--- config.mk ---
export PLATFORM = sky130hd
export DESIGN_NAME = stream_muxn
export DESIGN_NICKNAME = d
export VERILOG_FILES = /design/src/rtl/stream_muxn.sv
export SDC_FILE = /design/constraint.sdc
export NUM_CORES = 1
export LEC_CHECK = 0
export CAP_MARGIN = 20
export CORE_MARGIN = 2
export CORE_UTILIZATION = 30
export DETAILED_ROUTE_END_ITERATION = 10
export GPL_TIMING_DRIVEN = 0
export PLACE_DENSITY = 0.68
export SKIP_LAST_GASP = 1
export SYNTH_ARGS = -nofsm -noshare
export SYNTH_HDL_FRONTEND = slang
export SYNTH_SLANG_ARGS = --single-unit
--- constraint.sdc ---
create_clock -name clk -period 5.2 [get_ports clk]
set_input_delay 1.56 -clock clk [delete_from_list [all_inputs] [get_ports clk]]
set_output_delay 1.56 -clock clk [all_outputs]
set_load 0.1 [all_outputs]
--- src/rtl/stream_muxn.sv ---
// stream_muxn: N-input valid/ready stream multiplexer with a one-deep output
// register. The channel is chosen by an explicit select (MODE 0) or by a
// round-robin search over the valid inputs (MODE 1).
//
// Ports
//   clk, rst_n  clock and asynchronous active-low reset
//   in_valid    per-channel beat valid           [N_INPUTS]
//   in_data     flat channel data, ch i at [i*DATA_WIDTH +: DATA_WIDTH]
//   in_ready    per-channel accept (combinational)
//   sel         channel select, MODE 0 only
//   out_valid   output beat valid
//   out_data    output beat data
//   out_src     channel index of the output beat
//   out_ready   downstream accept
//   err_sel     one-cycle pulse for an out-of-range select
`ifndef DATA_WIDTH
`define DATA_WIDTH 32
`endif

module stream_muxn #(
    parameter int  DATA_WIDTH = `DATA_WIDTH,
    parameter int  N_INPUTS   = 3,
    parameter int  MODE       = 0,
    localparam int SEL_WIDTH  = (N_INPUTS > 1) ? $clog2(N_INPUTS) : 1
) (
    input  logic                           clk,
    input  logic                           rst_n,
    input  logic [N_INPUTS-1:0]            in_valid,
    input  logic [N_INPUTS*DATA_WIDTH-1:0] in_data,
    output logic [N_INPUTS-1:0]            in_ready,
    input  logic [SEL_WIDTH-1:0]           sel,
    output logic                           out_valid,
    output logic [DATA_WIDTH-1:0]          out_data,
    output logic [SEL_WIDTH-1:0]           out_src,
    input  logic                           out_ready,
    output logic                           err_sel
);

    // One extra bit so rr_ptr + offset never overflows before the modulo.
    localparam int                  IW   = SEL_WIDTH + 1;
    localparam logic [SEL_WIDTH:0]  NUM  = IW'(N_INPUTS);
    localparam logic [SEL_WIDTH-1:0] LAST = SEL_WIDTH'(N_INPUTS - 1);

    logic                                 r_out_valid;
    logic [DATA_WIDTH-1:0]                r_out_data;
    logic [SEL_WIDTH-1:0]                 r_out_src;
    logic [SEL_WIDTH-1:0]                 r_rr_ptr;
    logic                                 r_err_sel;

    logic [N_INPUTS-1:0][DATA_WIDTH-1:0]  w_chan;
    logic                                 w_load;
    logic                                 w_sel_ok;
    logic                                 w_gnt_vld;
    logic [SEL_WIDTH-1:0]                 w_gnt;
    logic [SEL_WIDTH:0]                   w_idx;
    logic                                 w_hit;
    logic                                 w_xfer;

    assign w_chan = in_data;
    assign w_load = !r_out_valid || out_ready;

    // Grant selection. A single channel is always granted; MODE 1 scans
    // rr_ptr, rr_ptr+1, ... and takes the first valid channel.
    always_comb begin
        w_gnt_vld = 1'b0;
        w_gnt     = '0;
        w_idx     = '0;
        w_sel_ok  = ({1'b0, sel} < NUM);
        if (N_INPUTS == 1) begin
            w_gnt_vld = 1'b1;
        end else if (MODE == 0) begin
            w_gnt_vld = w_sel_ok;
            w_gnt     = w_sel_ok ? sel : '0;
        end else begin
            for (int k = 0; k < N_INPUTS; k++) begin
                w_idx = {1'b0, r_rr_ptr} + IW'(k);
                if (w_idx >= NUM)
                    w_idx = w_idx - NUM;
                if (!w_gnt_vld && in_valid[w_idx[SEL_WIDTH-1:0]]) begin
                    w_gnt_vld = 1'b1;
                    w_gnt     = w_idx[SEL_WIDTH-1:0];
                end
            end
        end
    end

    always_comb begin
        w_hit = 1'b0;
        if (w_gnt_vld)
            w_hit = in_valid[w_gnt];
    end

    assign w_xfer = w_load && w_hit;

    // Ready is forced low during reset since load is otherwise true there.
    always_comb begin
        in_ready = '0;
        if (rst_n && w_load && w_gnt_vld)
            in_ready[w_gnt] = 1'b1;
    end

    always_ff @(posedge clk or negedge rst_n) begin
        if (!rst_n) begin
            r_out_valid <= 1'b0;
            r_out_data  <= '0;
            r_out_src   <= '0;
            r_rr_ptr    <= '0;
            r_err_sel   <= 1'b0;
        end else begin
            // data/src hold when the slot empties; only valid drops
            if (w_load) begin
                r_out_valid <= w_xfer;
                if (w_xfer) begin
                    r_out_data <= w_chan[w_gnt];
                    r_out_src  <= w_gnt;
                end
            end
            if (MODE == 1 && w_xfer)
                r_rr_ptr <= (w_gnt == LAST) ? '0 : w_gnt + SEL_WIDTH'(1);
            r_err_sel <= (MODE == 0) && (N_INPUTS > 1) && w_load &&
                         (|in_valid) && !w_sel_ok;
        end
    end

    assign out_valid = r_out_valid;
    assign out_data  = r_out_data;
    assign out_src   = r_out_src;
    assign err_sel   = r_err_sel;

endmodule

== After elaboration in Yosys (flattened, before gate mapping) ==
Cells that the tools add are included.

* Multiplexer cells: 9
* Magnitude comparators: 3
* Reductions and logical operators: 11

{| class="wikitable"
|+ Operators with widths
! cell !! count
|-
| $bmux W32 S2 || 1
|-
| $mux W32 || 1
|-
| $logic_and A1 B1 Y1 || 6
|-
| $lt A2 B3 Y1 const B || 1
|-
| $mux W1 || 3
|-
| $mux W3 || 1
|-
| $reduce_or A3 Y1 || 1
|-
| $bmux W1 S2 || 1
|-
| $demux W1 S2 || 1
|-
| $ge A2 B1 Y1 const B || 1
|-
| $logic_not A1 Y1 || 2
|-
| $lt A2 B2 Y1 const B || 1
|-
| $mux W2 || 1
|-
| $reduce_and A2 Y1 || 1
|-
| $logic_or A1 B1 Y1 || 1
|}

* Input port bits: 104
* Bits in registers: 36
* Output and inout port bits: 39

== Longest topological paths before layout ==
* Word-level depth: 7
* Gate-level depth with buffers: 8
* Gate-level depth less buffers: 6

== Worst setup path after synthesis ==
Ideal clock, no wire load.

* Kind: in2out
* From: in sel[1]
* To: out in_ready[1]
* Path slack: 689 ps
* Arrival time: 2951 ps
* Stages: 5
* Path buffers: 2
* Required time: 3640 ps
* Cell sequence: inv_1 > ha_1 > buf_6 > buf_2 > and3_1

* Longest elaborated chain between the ends: 7
* Elaborated cells on any way between the ends: 9
* Classes of those cells: order compare (3); mux (4); reduce/logical (2)

{| class="wikitable"
|+ RTL lines
! item !! line !! source
|-
| from (decl) || 31 || <nowiki>input logic [SEL_WIDTH-1:0] sel,</nowiki>
|-
| $lt A2 B2 Y1 || 68 || <nowiki>w_sel_ok = ({1'b0, sel} < NUM);</nowiki>
|-
| $mux W2 || 73 || <nowiki>w_gnt = w_sel_ok ? sel : '0;</nowiki>
|-
| $lt A2 B3 Y1 (implied by the code) / $ge A2 B1 Y1 (equally long branches) || 99 || <nowiki>in_ready[w_gnt] = 1'b1;</nowiki>
|-
| $logic_and A1 B1 Y1 (implied by the code) || 99 ||
|-
| $mux W1 (implied by the code) || 99 ||
|-
| $demux W1 S2 || 99 ||
|-
| $mux W3 * || 98 || <nowiki>if (rst_n && w_load && w_gnt_vld)</nowiki>
|-
| to (decl) || 30 || <nowiki>output logic [N_INPUTS-1:0] in_ready,</nowiki>
|}

Every way passes the cells marked *; elsewhere a longest branch is shown, timed or not.

== Worst setup path in the final report ==
* From: in sel[0]
* To: out in_ready[1]

Same word-level chain as after synthesis.

==> results.md <==
- Path type of the worst setup path: input pin to output pin
- H-tree depth: 2
- Gate power share: 0.627
- DRT Pass-1 Iters: 4
- Leading cell type in the layout, fill and taps excluded: clkdlybuf4s50_1
- Cell count after synthesis: 200
- Area leader, netlist: dfrtp_1
- Number of inserted filler cells in the final layout: approximately 680
- DRT antenna net count: 0
- Maximum clock rate: around 200 MHz
- Switching Share: 0.514
- Synthesized Nets: just over 300
- Critical path capture point type: output pin
- Detailed Place HPWL: 5090 um
- First-iteration detailed-routing DRC count: 21
- Clock power frac: 0.129
- Flop and latch count out of synthesis: 36
- CTS sink cnt: 36
- Number of global-route vias before repair: roughly 2200
- Proportion of layout cells with a drive suffix above 1: 0.160
- Final number of hold-violating endpoints: 0
- Vias per cell: 4.55
- Final setup vio count: 0
- Detailed-route wire length per cell: about 14 um
- Sort of element at the start of the critical path: input pin
- Mux cell area share after synthesis: 0.359
- Maximum clock skew at final layout: between 0.005 and 0.006 ns
- Buffers added on ports: 142
- Status: finished clean
- Initial core utilization: 0.312
- Placeable core area: between 7000 and 8000 sq um
- Power density cells: a little over 400 nW/um^2
- Standby leakage power: approximately 1.7 nW
- Path class of the lowest-slack min-delay path: flip-flop to flip-flop
- Antenna violations before repair: 0
- Slew at the pin closest to its max-slew limit: between 0.9 and 1 ns
- Leading cell types in the layout, fill and taps excluded: clkdlybuf4s50_1, dfrtp_1, mux2i_1, nand2_1, o21ai_0
- Routability Congestion: approximately 0.7
- Remaining global-route overflow: 0
- TritonCTS clock tree: built
- Max IR drop VDD: 0.000197 V
- Number of distinct library cell variants in the gate-level netlist after synthesis: 21
- # placed instances: 441
- Synth Warn #: 0
- Die span in x: around 91 um
- Post-Synth Simple-Gate Area: 0.0836
- Fraction of power consumed by sequential logic: 0.244
- Crit path DAT: about 3.5 ns
- Total of max-cap violations: 0
- Die Outline Area: between 8000 and 9000 sq um
- Setup total negative slack: 0 ns
- First-pass GRT wire length: between 10000 and 15000 um
- Share of synthesized cell area in full adder, half adder and majority cells: 0.0220
- Tightest slew margin relative to the limit: 0.333
- Clk Latency, worst-skew pair: 0.29 ns
- Total clock buffers created by CTS: 5
- Final Max Slew Viols: 0
- Fraction of synthesized cell area taken by the top area cell type: 0.396
- Sequential-to-total area share from yosys stat: 0.396
- Final Non-Filler Cells: about 450
- Net count, final: ~460
- Maximum number of pins on one net before global-route repair: 40
- Top cells by area, synth: dfrtp_1, mux2_4, mux2i_1
- Peak fanout along the critical path: 10
- Clock tree buffer depth: 2
- Number of standard-cell rows in the floorplan: 31
- P_int: 783 uW
- Switching pwr: a little over 800 uW
- Total wirelength of the detailed-routed design: roughly 6500 um
- # diodes: 0
- Setup WS post-layout: between 0.1 and 0.15 ns
- Clk pin slew, worst setup/hold paths: approximately 0.07 ns
- Final Critical Period: 5.07 ns
- Signed area change from the synthesized netlist to the final layout: 71.4%
- Syn avg cell area: about 11 sq um
- Clock Root Buffer: clkbuf_8
- Dominant combinational cell family by area after synthesis: multiplexers
- GRT Overall Usage: 0.160
- Post-Place Worst Slack: -0.634 ns
- Netlist area before placement: 2270 sq um
- Compound-Gate Fraction of Synth Area: 0.0831
- Share of the synthesized netlist area taken by xor and xnor gates: 0
- Top-level port count: around 140
- Portion of the clock cycle consumed by the worst path in the final layout: 0.975
- Y dimension of the die: 91.1 um
- Setup repair after global routing missed its margin: no
- Vias: just over 2000
- Crit path required time: 3.64 ns
- Remaining routing DRC violations: 0
final cells by class:
cell class	count	area, sq um	area share
repair buffers	142	1410	0.362
multi-input cells	147	1240	0.319
flip-flops and latches	36	901	0.231
well taps	99	124	0.0318
plain buffers	14	118	0.0302
clock buffers	8	90.1	0.0231
inverters	3	11.3	0.00289
cells by family after synthesis:
kind of cell,after synthesis
fa+ha+maj,4
compound gates,36
flops,36
mux,66
buf+inv,17
simple gates,41
state kept, by name, indices dropped and copies added, names as in the netlist:
register	flops
out_src	2
out_data	32
out_valid	1
err_sel	1
cell usage after synthesis (all sizes together):
master,number
clkbuf,3
ha,4
mux2i,32
o21ai,34
nand3b,1
a211o,1
o311a,1
mux2,34
buf,11
nor2b,2
nand2b,1
inv,3
nand2,32
and2b,1
dfrtp,36
and3,3
nand3,1
through the flow:
stage                     power [mW]   util  hold WS [ns]  area [sq um]
after global routing            1.68  0.535         0.521          3900
final                           1.61  0.535         0.508          3900
after global placement          1.41  0.524         0.490          3820
after detailed placement        1.42  0.523         0.493          3810
after CTS                       1.63  0.536         0.514          3910
after floorplan                 1.14      -          1.07          2270
worst paths after layout:
kind,startpoint,endpoint,slack (ns),cells after the start
setup reg to reg,out_valid$_DFFE_PN0P_,out_data[28]$_DFFE_PN0P_,3.67,5
hold / removal,out_data[1]$_DFFE_PN0P_,out_data[1]$_DFFE_PN0P_,0.51,1
max in group asynchronous,rst_n,out_data[16]$_DFFE_PN0P_,3.30,1
min in group asynchronous,rst_n,out_valid$_DFFE_PN0P_,1.36,1
setup / recovery,sel[0],in_ready[1],0.13,6
hold reg to reg,out_data[1]$_DFFE_PN0P_,out_data[1]$_DFFE_PN0P_,0.51,1
routing by layer:
layer  routed length, um  track usage  vias up  part of all wire
met3                 679       0.0647        6              0.10
met4                  72       0.0429        0             0.011
met2                3020        0.266      101              0.46
met5                   0            0        -                 0
met1                2740        0.191      943              0.42
li1                    -            -      995                 -
worst max-delay path, cell delays in order:
cell	delay (ns)
clkdlybuf4s50_1	0.54
ha_1	0.18
buf_6	0.14
buf_2	0.29
and3_1	0.22
clkdlybuf4s15_2	0.56
power by group through the flow:
stage,clock network (mW),registers (mW),logic (mW)
global placement,0,0.396,1.01
finish,0.208,0.394,1.01
floorplan,0,0.943,0.193
detailed placement,0,0.397,1.02
CTS,0.216,0.395,1.02
global route,0.228,0.404,1.05
timing repair:
item / CTS / global route
hold buffers: 0 / 0
setup endpoints to repair: 3 / 2
resized for setup: 8 / 4
buffers inserted: 0 / 0
Power figures use the tool's default switching activity.
